**src/rtl/cpu_datapath.sv**
```systemverilog
// -----------------------------------------------------------------------------
// cpu_datapath
//   Datapath slave for a small accumulator CPU. It holds the program counter,
//   instruction register, accumulator, four general registers, the ALU and
//   the Z/C flags. It performs exactly what the controller strobes command in
//   the cycle they are asserted and makes no sequencing decisions itself.
//
// Parameters
//   DW  data / accumulator / register width (>= 4)
//   AW  program counter / instruction memory address width
//
// Ports
//   clk        system clock, all state updates on the rising edge
//   CLB        asynchronous active-high reset
//   imem_data  instruction / immediate byte at imem_addr (combinational memory)
//   LoadIR     IR <= imem_data
//   IncPC      PC <= PC + 1 (wraps)
//   SelPC      jump source: 0 immediate (imem_data), 1 register R[ir[1:0]]
//   LoadPC     PC <= selected jump source (wins over IncPC)
//   LoadReg    R[ir[1:0]] <= ACC (value before the edge)
//   LoadAcc    ACC <= source chosen by SelACC
//   SelACC     00 ALU, 01 R[ir[1:0]], 10 immediate, 11 hold
//   SelALU     ALU function: 0001 ADD, 0010 SUB, 0011 NOR, 1011 SHL, 1100 SHR
//   op         ir[7:4]
//   z, c       registered zero / carry flags
//   imem_addr  current PC
//   acc_out    current ACC
//   pc_ovf     (only when PC_OVF_EN is defined) sticky PC wrap indicator
//
// Optional build macro
//   PC_OVF_EN  adds the pc_ovf output, set when IncPC alone wraps PC to 0 and
//              cleared only by CLB. Without it PC wraps silently.
//
// Interface timing: there is no handshake. Every strobe is a single-cycle
// command sampled on the rising edge of clk; its effect is visible on the
// outputs right after that edge. All outputs come straight from registers.
// -----------------------------------------------------------------------------
module cpu_datapath #(
    parameter int DW = 8,
    parameter int AW = 8
) (
    input  logic          clk,
    input  logic          CLB,
    input  logic [7:0]    imem_data,
    input  logic          LoadIR,
    input  logic          IncPC,
    input  logic          SelPC,
    input  logic          LoadPC,
    input  logic          LoadReg,
    input  logic          LoadAcc,
    input  logic [1:0]    SelACC,
    input  logic [3:0]    SelALU,
    output logic [3:0]    op,
    output logic          z,
    output logic          c,
    output logic [AW-1:0] imem_addr,
    output logic [DW-1:0] acc_out
`ifdef PC_OVF_EN
    ,
    output logic          pc_ovf
`endif
);

    localparam logic [3:0] ALU_ADD = 4'b0001;
    localparam logic [3:0] ALU_SUB = 4'b0010;
    localparam logic [3:0] ALU_NOR = 4'b0011;
    localparam logic [3:0] ALU_SHL = 4'b1011;
    localparam logic [3:0] ALU_SHR = 4'b1100;

    // Only the opcode and register-index fields of IR are ever used, so
    // ir[3:2] is not stored.
    logic [AW-1:0] pc_q;
    logic [3:0]    ir_op_q;
    logic [1:0]    ir_idx_q;
    logic [DW-1:0] acc_q;
    logic [DW-1:0] regs_q [4];
    logic          z_q;
    logic          c_q;

    logic [DW-1:0] r_sel;
    logic [DW-1:0] imm_dw;
    logic [AW-1:0] jmp_target;
    logic [DW:0]   alu_wide;
    logic          alu_c;
    logic          alu_defined;
    logic [DW-1:0] acc_next;

    assign r_sel      = regs_q[ir_idx_q];
    // Size casts zero-extend the byte for wide datapaths and truncate it for
    // narrow ones; the same applies to jump targets versus the PC width.
    assign imm_dw     = DW'(imem_data);
    assign jmp_target = SelPC ? AW'(r_sel) : AW'(imem_data);

    // ALU with one extra bit so ADD carry and SUB borrow both fall out of
    // bit DW of the wide result.
    always_comb begin
        alu_wide    = {1'b0, acc_q};
        alu_c       = c_q;
        alu_defined = 1'b0;
        case (SelALU)
            ALU_ADD: begin
                alu_wide    = {1'b0, acc_q} + {1'b0, r_sel};
                alu_c       = alu_wide[DW];
                alu_defined = 1'b1;
            end
            ALU_SUB: begin
                alu_wide    = {1'b0, acc_q} - {1'b0, r_sel};
                alu_c       = alu_wide[DW];
                alu_defined = 1'b1;
            end
            ALU_NOR: begin
                alu_wide    = {1'b0, ~(acc_q | r_sel)};
                alu_c       = 1'b0;
                alu_defined = 1'b1;
            end
            ALU_SHL: begin
                alu_wide    = {acc_q, 1'b0};
                alu_c       = acc_q[DW-1];
                alu_defined = 1'b1;
            end
            ALU_SHR: begin
                alu_wide    = {2'b00, acc_q[DW-1:1]};
                alu_c       = acc_q[0];
                alu_defined = 1'b1;
            end
            default: begin
                alu_wide    = {1'b0, acc_q};
                alu_c       = c_q;
                alu_defined = 1'b0;
            end
        endcase
    end

    always_comb begin
        acc_next = acc_q;
        case (SelACC)
            2'b00:   acc_next = alu_wide[DW-1:0];
            2'b01:   acc_next = r_sel;
            2'b10:   acc_next = imm_dw;
            default: acc_next = acc_q;
        endcase
    end

    // Program counter: LoadPC has priority over IncPC.
    always_ff @(posedge clk or posedge CLB) begin
        if (CLB) begin
            pc_q <= '0;
        end else if (LoadPC) begin
            pc_q <= jmp_target;
        end else if (IncPC) begin
            pc_q <= pc_q + AW'(1);
        end
    end

    // IR samples the byte at the pre-edge PC even if PC moves on this edge.
    always_ff @(posedge clk or posedge CLB) begin
        if (CLB) begin
            ir_op_q  <= '0;
            ir_idx_q <= '0;
        end else if (LoadIR) begin
            ir_op_q  <= imem_data[7:4];
            ir_idx_q <= imem_data[1:0];
        end
    end

    // Accumulator and flags. SelACC=11 leaves ACC, z and c untouched.
    always_ff @(posedge clk or posedge CLB) begin
        if (CLB) begin
            acc_q <= '0;
            z_q   <= 1'b0;
            c_q   <= 1'b0;
        end else if (LoadAcc && (SelACC != 2'b11)) begin
            acc_q <= acc_next;
            z_q   <= (acc_next == '0);
            if ((SelACC == 2'b00) && alu_defined) begin
                c_q <= alu_c;
            end
        end
    end

    // Register file write uses the pre-edge ACC, which makes a same-cycle
    // LoadReg + LoadAcc(SelACC=01) a swap.
    always_ff @(posedge clk or posedge CLB) begin
        if (CLB) begin
            for (int i = 0; i < 4; i++) begin
                regs_q[i] <= '0;
            end
        end else if (LoadReg) begin
            regs_q[ir_idx_q] <= acc_q;
        end
    end

`ifdef PC_OVF_EN
    logic pc_ovf_q;

    always_ff @(posedge clk or posedge CLB) begin
        if (CLB) begin
            pc_ovf_q <= 1'b0;
        end else if (IncPC && !LoadPC && (pc_q == '1)) begin
            pc_ovf_q <= 1'b1;
        end
    end

    assign pc_ovf = pc_ovf_q;
`endif

    assign op        = ir_op_q;
    assign z         = z_q;
    assign c         = c_q;
    assign imem_addr = pc_q;
    assign acc_out   = acc_q;

endmodule
```
**config.mk**
```make
export PLATFORM = sky130hd
export DESIGN_NAME = cpu_datapath
export DESIGN_NICKNAME = d
export VERILOG_FILES = /design/src/rtl/cpu_datapath.sv
export SDC_FILE = /design/constraint.sdc
export NUM_CORES = 1
export LEC_CHECK = 0
export CAP_MARGIN = 30
export CORE_MARGIN = 10
export CORE_UTILIZATION = 55
export CTS_CLUSTER_SIZE = 28
export DETAILED_ROUTE_END_ITERATION = 16
export GPL_TIMING_DRIVEN = 0
export PLACE_DENSITY_LB_ADDON = 0.08
export SYNTH_ARGS = -nofsm -noshare
export SYNTH_HDL_FRONTEND = slang
export SYNTH_SLANG_ARGS = --single-unit
```
**constraint.sdc**
```tcl
create_clock -name clk -period 5.2 [get_ports clk]
set_input_delay 0.78 -clock clk [delete_from_list [all_inputs] [get_ports clk]]
set_output_delay 0.78 -clock clk [all_outputs]
set_load 0.01 [all_outputs]
```
* Word-level counts from Yosys, hierarchy flattened
Index checks and enable logic that the tools add are counted.
Word-level totals: flip-flop bits (word level) 56, latch bits 0, memory bits (writable) 0, bits in read-only memories 0, bits of input ports 22, output and inout port bits 22, logic and storage cells 48, memories 0
Cells by class: add/sub/neg operators 3, $mul 0, div/mod/pow operators 0, $lt $le $gt $ge 2, equality and inequality tests 8, shifts and indexed selects 0, muxes and demuxes 13, bitwise logic cells 3, reduce and logical (&&, ||, !) cells 9
Operators with widths (count):
- 8-bit two-way mux | 6
- 8-bit case mux with 5 select lines | 1
- 32-bit bitwise mux | 1
- 8-bit case mux with 3 select lines | 1
- 8-bit binary-select mux with 2-bit select | 1
- 8-bit demux with 2-bit select | 1
- 8-bit by 8-bit adder with 9-bit output | 1
- 8-bit by 8-bit subtractor with 9-bit output | 1
- 8-bit by 1-bit adder with 8-bit output (second input constant) | 1
- 4-bit by 2-bit equality test with 1-bit output (second input constant) | 2
- 4-bit equality test (second input constant) | 2
- 8-bit zero test | 1
- 8-bit NOT | 1
- 8-bit bitwise OR | 1
- 1-bit case mux with 5 select lines | 1
- 5-bit nonzero test | 1
- 5-bit OR reduction | 1
- 4-bit by 1-bit equality test with 1-bit output (second input constant) | 1
- 3-bit greater-or-equal comparator (second input constant) | 1
- 1-bit logical AND | 3
- 3-bit by 1-bit less-than comparator with 1-bit output (second input constant) | 1
- 2-bit NOT with 3-bit output | 1
- 3-bit AND reduction | 1
- 2-bit by 1-bit equality test with 1-bit output (second input constant) | 1
- other kinds (5) | 5

* Longest topological paths before layout
Gate-level depths: netlist of the first run.
word-level depth 9, depth in mapped cells 13

* Worst setup path after synthesis of the first run
Ideal clock, no wire load.
path type reg2reg, start register ir_idx_q[1], end register z_q (netlist: z), library setup time 104 ps, arrival 3171 ps, required time 5096 ps, slack 1926 ps, cell stages (with the launch flop) 13, buffers on the path 1, path through dfrtp_1 buf_2 mux4_2 inv_1 ha_1 a211o_1 a21oi_1 o21ai_0 a21oi_1 mux2i_1 or3_1 o211a_1 o41ai_2
On the way: longest elaborated chain between the ends 9, elaborated cells on any way between the ends 11
RTL lines:
- start, declared | line 74 | logic [1:0] ir_idx_q;
- start signal, assigned | line 162 | ir_idx_q <= imem_data[1:0];
- 2-bit NOT with 3-bit output (not written as such) * | line 88 | assign r_sel = regs_q[ir_idx_q];
- 8-bit binary-select mux with 2-bit select * | line 88
- 8-bit two-way mux (not written as such) * (2 in series) | line 88
- parallel branches: the longest is 3 deep, another holds 8-bit by 8-bit subtractor with 9-bit output
- 8-bit case mux with 3 select lines * | line 136 | case (SelACC)
- 8-bit zero test * | line 174 | z_q <= (acc_next == '0);
- end signal, assigned | line 174
- end, declared | line 77 | logic z_q;
Every way passes the cells marked *. The select of a mux whose other input is x is not followed. A chain may end at the register's enable or synchronous reset.

* Worst setup path in the final report of the first run
Ends and elaborated chain as after synthesis.

==> results of run 1 <==
how the worst max path moves through the flow:
| stage | cells after the start | end |
|---|---|---|
| floorplan | 12 | z |
| global placement | 12 | z |
| detailed placement | 12 | z |
| CTS | 12 | z |
| global route | 12 | z |
| finish | 12 | z |
cell usage after synthesis (all sizes together) (3+ instances only):
library cell	instances	area share
a211oi	4	0.0077
a21oi	27	0.035
a221o	3	0.0077
a221oi	3	0.0083
a222oi	5	0.013
a22oi	3	0.0058
a31oi	3	0.0048
a41oi	3	0.0067
buf	6	0.0093
clkbuf	16	0.015
dfrtp	56	0.36
ha	25	0.080
inv	24	0.023
mux2	14	0.040
mux2i	13	0.033
mux4	8	0.046
nand2	55	0.053
nand2b	6	0.010
nand3	10	0.013
nand4	6	0.0096
nor2	31	0.031
nor3	7	0.0090
nor3b	3	0.010
nor4	5	0.0080
o21ai	41	0.053
o21bai	3	0.0058
xnor2	5	0.011
xor2	4	0.0090
per-layer routing:
layer | global-route usage | up-vias
li1 | - | 1634
met1 | 0.269 | 1664
met2 | 0.292 | 181
met3 | 0.0415 | 15
met4 | 0.0447 | 0
met5 | 0 | -
per-stage QoR:
stage	total power, mW	setup slack (ns)	instance area (sq um)	instances	util
finish	1.90	1.32	4520	566	0.662
global route	2.04	1.10	4520	566	0.662
CTS	1.89	1.36	4520	566	0.662
detailed placement	1.61	1.40	4410	558	0.646
global placement	1.58	1.45	4380	555	0.641
floorplan	1.31	1.93	3900	423	-
where the power goes:
part / internal, mW / leakage [nW] / switching, mW
sequential: 0.556 / 0.667 / 0.109
clock: 0.143 / 0.0541 / 0.140
combinational: 0.417 / 1.19 / 0.534
total: 1.12 / 1.91 / 0.782
critical path, stage by stage, from the launching register on:
cell and delay, ns:
sky130_fd_sc_hd__dfrtp_1 0.46, sky130_fd_sc_hd__buf_2 0.31, sky130_fd_sc_hd__mux4_2 0.63, sky130_fd_sc_hd__inv_1 0.20, sky130_fd_sc_hd__ha_1 0.28, sky130_fd_sc_hd__a211o_1 0.34, sky130_fd_sc_hd__a21oi_1 0.31, sky130_fd_sc_hd__o21ai_0 0.15
sky130_fd_sc_hd__a21oi_1 0.22, sky130_fd_sc_hd__mux2i_1 0.09, sky130_fd_sc_hd__or3_1 0.35, sky130_fd_sc_hd__o211a_1 0.15, sky130_fd_sc_hd__o41ai_2 0.30
cell families after synthesis:
group | synth area share
AO/OA/AOI/OAI | 0.192
XOR/XNOR | 0.0202
adder cells (fa/ha/maj) | 0.0906
buffers and inverters | 0.0479
flip-flops | 0.360
multiplexers | 0.120
AND/OR/NAND/NOR | 0.170
sequential cells by signal, summed over array words and instances, names as in the netlist:
| signal | count |
|---|---|
| acc_out | 8 |
| c | 1 |
| imem_addr | 8 |
| ir_idx_q | 2 |
| op | 4 |
| regs_q | 32 |
| z | 1 |
placed cells by master (no fill, tap or decap), types with 3 or more instances in the layout:
master                             n
sky130_fd_sc_hd__clkbuf_1         16
sky130_fd_sc_hd__clkdlybuf4s50_1  36
sky130_fd_sc_hd__a22oi_1           3
sky130_fd_sc_hd__a221o_1           3
sky130_fd_sc_hd__nor3_1            7
sky130_fd_sc_hd__nor2_1           30
sky130_fd_sc_hd__a31oi_1           3
sky130_fd_sc_hd__dfrtp_1          56
sky130_fd_sc_hd__nand4_1           6
sky130_fd_sc_hd__mux2i_1          13
sky130_fd_sc_hd__nand3_1          10
sky130_fd_sc_hd__o21bai_1          3
sky130_fd_sc_hd__a41oi_1           3
sky130_fd_sc_hd__nand2b_1          5
sky130_fd_sc_hd__a222oi_1          5
sky130_fd_sc_hd__nand2_1          55
sky130_fd_sc_hd__mux2_2           14
sky130_fd_sc_hd__xnor2_1           5
sky130_fd_sc_hd__o21ai_0          40
sky130_fd_sc_hd__xor2_1            4
sky130_fd_sc_hd__a211oi_1          4
sky130_fd_sc_hd__clkbuf_8          5
sky130_fd_sc_hd__a21oi_1          27
sky130_fd_sc_hd__nor4_1            5
sky130_fd_sc_hd__inv_1            23
sky130_fd_sc_hd__buf_2             3
sky130_fd_sc_hd__mux4_2            8
sky130_fd_sc_hd__ha_1             25
layout make-up:
cell class | instances | area [sq um] | share of cell area
tap | 96 | 120 | 0.0266
clock inverter | 3 | 42.5 | 0.00941
timing repair buffer | 39 | 395 | 0.0874
multi-input combinational | 321 | 2310 | 0.510
sequential | 56 | 1400 | 0.310
buffer | 22 | 96.3 | 0.0213
clock buffer | 5 | 68.8 | 0.0152
inverter | 24 | 90.1 | 0.0199
==> metrics list, run 1 <==
- The flow ran to the end, and the final reports show no timing, DRC or antenna violations.
- In the final layout, the share of cells above drive strength 1 is 0.0979.
- Timing would allow up to 0.257 GHz.
* # IOs: 44
* Antenna cell count: 0
* Combined global-route utilization of all metal layers: 0.191
* Instance count along the most critical hold path: 2
* Slew @ Worst Pin: 1.10 ns
- Largest vdd supply drop: 0.223 mV
* Total clock buffers created by CTS: 5
* Total length of routed met2 wires: 4.84 mm
* Critical register-to-register path startpoint: ir_idx_q[1]
* Final hold viol count: 0
* Final Wtd Congestion: 0.875
* RSZ-0062 raised after global routing: false
* Post-CTS setup buffer count: 0
* Final layout net count: 518
- Critical Path Source: ir_idx_q[1]
* Number of standard cells after synthesis: 423
* Initial antenna violation count: 0
- The via count of the first global-routing pass is 3348.
- Die footprint: 10900 sq um
- Post-route ant nets: 0
- Worst max-slew margin expressed relative to the limit: 0.261
- Reg2Reg Capture Point: z
- Tcrit/Tclk final: 0.747
- Measured along the y axis, the die boundary spans 104 um.
- Per-cell routed wire length: 18.8 um
* Wire length of the first global-routing pass: 17.4 mm
* Vias after detailed routing: 3494
* Hold path endpoint: regs_q[18]
- For this block, the initial DRC count from the detailed router was 348.
- Clock latency of the later-clocked register in the worst-skew pair: 0.31 ns
* Syn Nets: 472
- Number of H-tree levels: 2
- Number of rows created at floorplan: 30
- After detailed routing, the met3 layer carries 904 um of wire.
- Detailed Routing Iterations Pass 1: 6
- Count of distinct cell types in the synthesized netlist: 62
- CTS clk-pin slew, worst paths: 0.10 ns
- Total standard cell area after synthesis: 3900 sq um
- Max-slew violation total from the final report: 0
- In the routed design, unresolved DRC markers number 0.
- Setup slack, reg-to-reg: 1.32 ns
* Number of buffers between clock root and the deepest sink: 2
- Signal routing reaches up to met4.
* Fill cells: 600
* Clock tree root buffer cell: sky130_fd_sc_hd__clkbuf_8
- CTS sink count: 56
- Primary flip-flop cell chosen by synthesis mapping: sky130_fd_sc_hd__dfrtp_1
* Startpoint of the lowest-slack hold path: regs_q[18]
- In the routed layout, each cell is associated on average with a via count of 6.17.
- In this run the standard cell core region covers 6830 sq um.
- Buffers added on ports: 36
* Clock Skew: 0.00420 ns
- Routed wire length: 10.6 mm
- TritonCTS clock tree: done
* Resized cells post-CTS: 0
* Worst Path Class, Setup: flop to flop
- Yosys mapped a number of flops with a built-in enable equal to 0.
* M1 wire length: 4.77 mm
* Effective utilization at floorplan: 0.570
- Worst r2r path cells: 12
- Half-perimeter wire length after detailed placement: 8.22 mm
- For this run, the register share of the synthesized area comes to 0.360.
- # setup viols final: 0
* Crit path arrival time: 4.09 ns
* Total number of yosys warnings: 0
- Worst Hold Margin: 0.485 ns
- Total negative slack for setup checks: 0 ns
- The area growth from synthesis to layout is 16.1%.
- Path type of the worst min-delay path: flop to flop
- Critical path required time: 5.41 ns
* Fin crit period: 3.88 ns
- Largest net degree at the start of global routing: 43
* Remaining Overflow, GRT: 0
- The worst setup path is launched from a flop.
- The analysis attributes to cell leakage a power of 1.91 nW.
* Async S/R FF share, synth: 1.00
- In this run, post-CTS hold repair placed 0 buffers.
- The worst setup path is captured at a flop.
- In this run the power density over the cells is 420 nW/um^2.
- After synthesis the netlist holds a flip-flop and latch count of 56.
- The die is 104 um wide.
- Post-Synthesis Mean Instance Area: 9.21 sq um
- The tool flagged a number of max-cap violations equal to 0.
* Maximum fanout count along the critical path: 10
No activity file was read; power rests on OpenSTA's default activity.
==> run 2, diff against run 1 <==
Settings changed: CORE_UTILIZATION 55 to 52.
Clock period 5.2 ns to 3.2 ns, I/O delays scaled along.
==> run 2 against run 1 <==
Die area is 4.7% higher. Clock skew is 0.0065 ns higher. Non-clock buffer count increased by 19. Fmax is 25% higher. Power is 85% higher. Largest cell class unchanged. Largest power group unchanged.
==> metrics list, run 2 (synthesized netlist as in run 1, its figures left out) <==
- Biggest cell delay along the critical path: 0.57 ns
* Routed wire length: 11.3 mm
* Final Wtd Congestion: 0.924
- Worst Path Class, Setup: flop to flop
- Path type of the worst min-delay path: primary input to async pin
* Post-CTS Hold Fix Bufs: 0
* Worst max-slew margin expressed relative to the limit: 0.378
* Fraction of final layout cells sized beyond drive strength 1: 0.200
* # setup viols final: 0
- The final layout contains 537 nets.
- Crit path max-delay family: compound AO/OA/AOI/OAI gates
- The signal on the critical path passes through buf_4 > mux4_2 > inv_2 > ha_4 > inv_2 > a21oi_2 > o21bai_2 > buf_4 > a211oi_2 > mux2i_1 > or3_1 > o211a_1 > o41ai_2.
- Initial antenna violation count: 0
* Die footprint: 11400 sq um
- Post-layout instance count excluding filler cells: 588
- Critical path required time: 3.42 ns
- Total power for the finished layout comes to 3.51 mW.
* Fin crit period: 3.11 ns
- TritonCTS built the clock tree.
- Worst setup EP type: flop
- Data on the critical path arrives at its endpoint at 3.33 ns.
* Residual DRC count: 0
* Setup slack, reg-to-reg: 0.09 ns
- Row generation in the floorplan step produced 31 rows.
* Width of the die: 107 um
- Effective utilization at floorplan: 0.537
- The worst setup path is launched from a flop.
- In this run, CTS created clock tree buffers numbering 5.
* Pwr Density: 723 nW/um^2
- Static timing analysis puts the maximum clock frequency at 0.322 GHz.
- Clock-pin slew was measured on the worst setup and hold paths at 0.11 ns.
- Most used cells in the layout excluding fill and tap cells: sky130_fd_sc_hd__nand2_1, sky130_fd_sc_hd__dfrtp_1, sky130_fd_sc_hd__o21ai_0
- The max-slew violation count is 0.
- Maximum fanout count along the critical path: 6
- Wire length of the first global-routing pass: 17.6 mm
- Slew @ Worst Pin: 0.931 ns
- Violation count after the first detailed-route iteration: 343
- The tool flagged a number of max-cap violations equal to 0.
- Counting every sink on the clock net gives 56.
* Post-route ant nets: 0
- Half-perimeter wire length after detailed placement: 8.44 mm
- Buffers added on ports: 36
* Worst r2r path cells: 13
- Global routing finished with a remaining overflow of 0.
- Vias after detailed routing: 3586
- The register with the most flip-flops in the final layout is regs_q.
- Detailed Routing Iterations Pass 1: 5
- The repair_antennas step left the layout with diodes totalling 0.
* Tcrit/Tclk final: 0.971
* Per-cell routed wire length: 19.2 um
- The final number of hold-violating endpoints is 0.
* Clock Skew: 0.0107 ns
- The via count of the first global-routing pass came to 3416.
- Critical path depth: 13
- Number of buffers between clock root and the deepest sink: 2
- Clock latency on the worst-skew pair, taken at its later pin, is 0.31 ns.
* Status: finished clean
* Largest net degree at the start of global routing: 39
- Area grow syn2layout: 24.7%
- Static Leakage: 2.05 nW
* Critical-path top delay cell: sky130_fd_sc_hd__mux4_2
* # IOs: 44
* Combined buffer and inverter count along the critical path: 4
- DR vias/cell: 6.10
* Largest vdd supply drop: 0.428 mV
- Total instance count after detailed placement: 562
- Vertical die dimension: 107 um
- The register with the most flip-flops in the layout has 32 of them.
- Number of H-tree levels: 2
- Clock tree root buffer cell: sky130_fd_sc_hd__clkbuf_8
* Placeable Area: 7250 sq um
- Combined global-route utilization of all metal layers: 0.188
==> run 2: final cells by class <==
type / count / area (sq um)
clock buffer: 6 / 72.6
timing repair buffer: 59 / 551
sequential: 56 / 1400
inverter: 24 / 92.6
multi-input combinational: 321 / 2470
tap: 99 / 124
buffer: 21 / 108
clock inverter: 2 / 38.8
fill: 576 / 2390
==> run 2: path summary, 6_finish.rpt <==
| path | start | endpoint |
|---|---|---|
| hold / removal | CLB | regs_q[19] |
| setup / recovery | ir_idx_q[1] | z |
| min in group clk | regs_q[9] | regs_q[9] |
| hold reg to reg | regs_q[9] | regs_q[9] |
| setup reg to reg | ir_idx_q[1] | z |
| max in group asynchronous | CLB | ir_idx_q[1] |
==> run 2: layer usage <==
metal	vias to the layer above	global-route usage	wire (um)
li1	1670	-	-
met1	1744	0.235	4550
met2	145	0.333	5750
met3	27	0.0278	777
met4	0	0.0445	209
met5	-	0	0
==> run 2: through the flow <==
step	area (sq um)	util	hold slack, ns	setup WS (ns)	TNS, ns
after floorplan	3900	-	0.445	0.0349	0
after global placement	4380	0.604	0.457	-0.406	-0.746
after detailed placement	4420	0.610	0.475	-0.443	-0.919
after CTS	4620	0.636	0.474	0.0123	0
after global routing	4860	0.670	0.487	-0.0309	-0.0309
final	4860	0.670	0.472	0.0913	0
==> run 2: timing repair <==
item / CTS / global route
resized for setup: 13 / 34
cloned: 0 / 0
pin swaps: 3 / 19
setup buffers: 6 / 13
setup endpoints to repair: 6 / 2
==> run 2: power breakdown <==
group	leakage, nW	internal, mW	switching (mW)
sequential	0.665	0.904	0.182
combinational	1.32	0.921	1.03
clock	0.0558	0.237	0.241
total	2.05	2.06	1.45
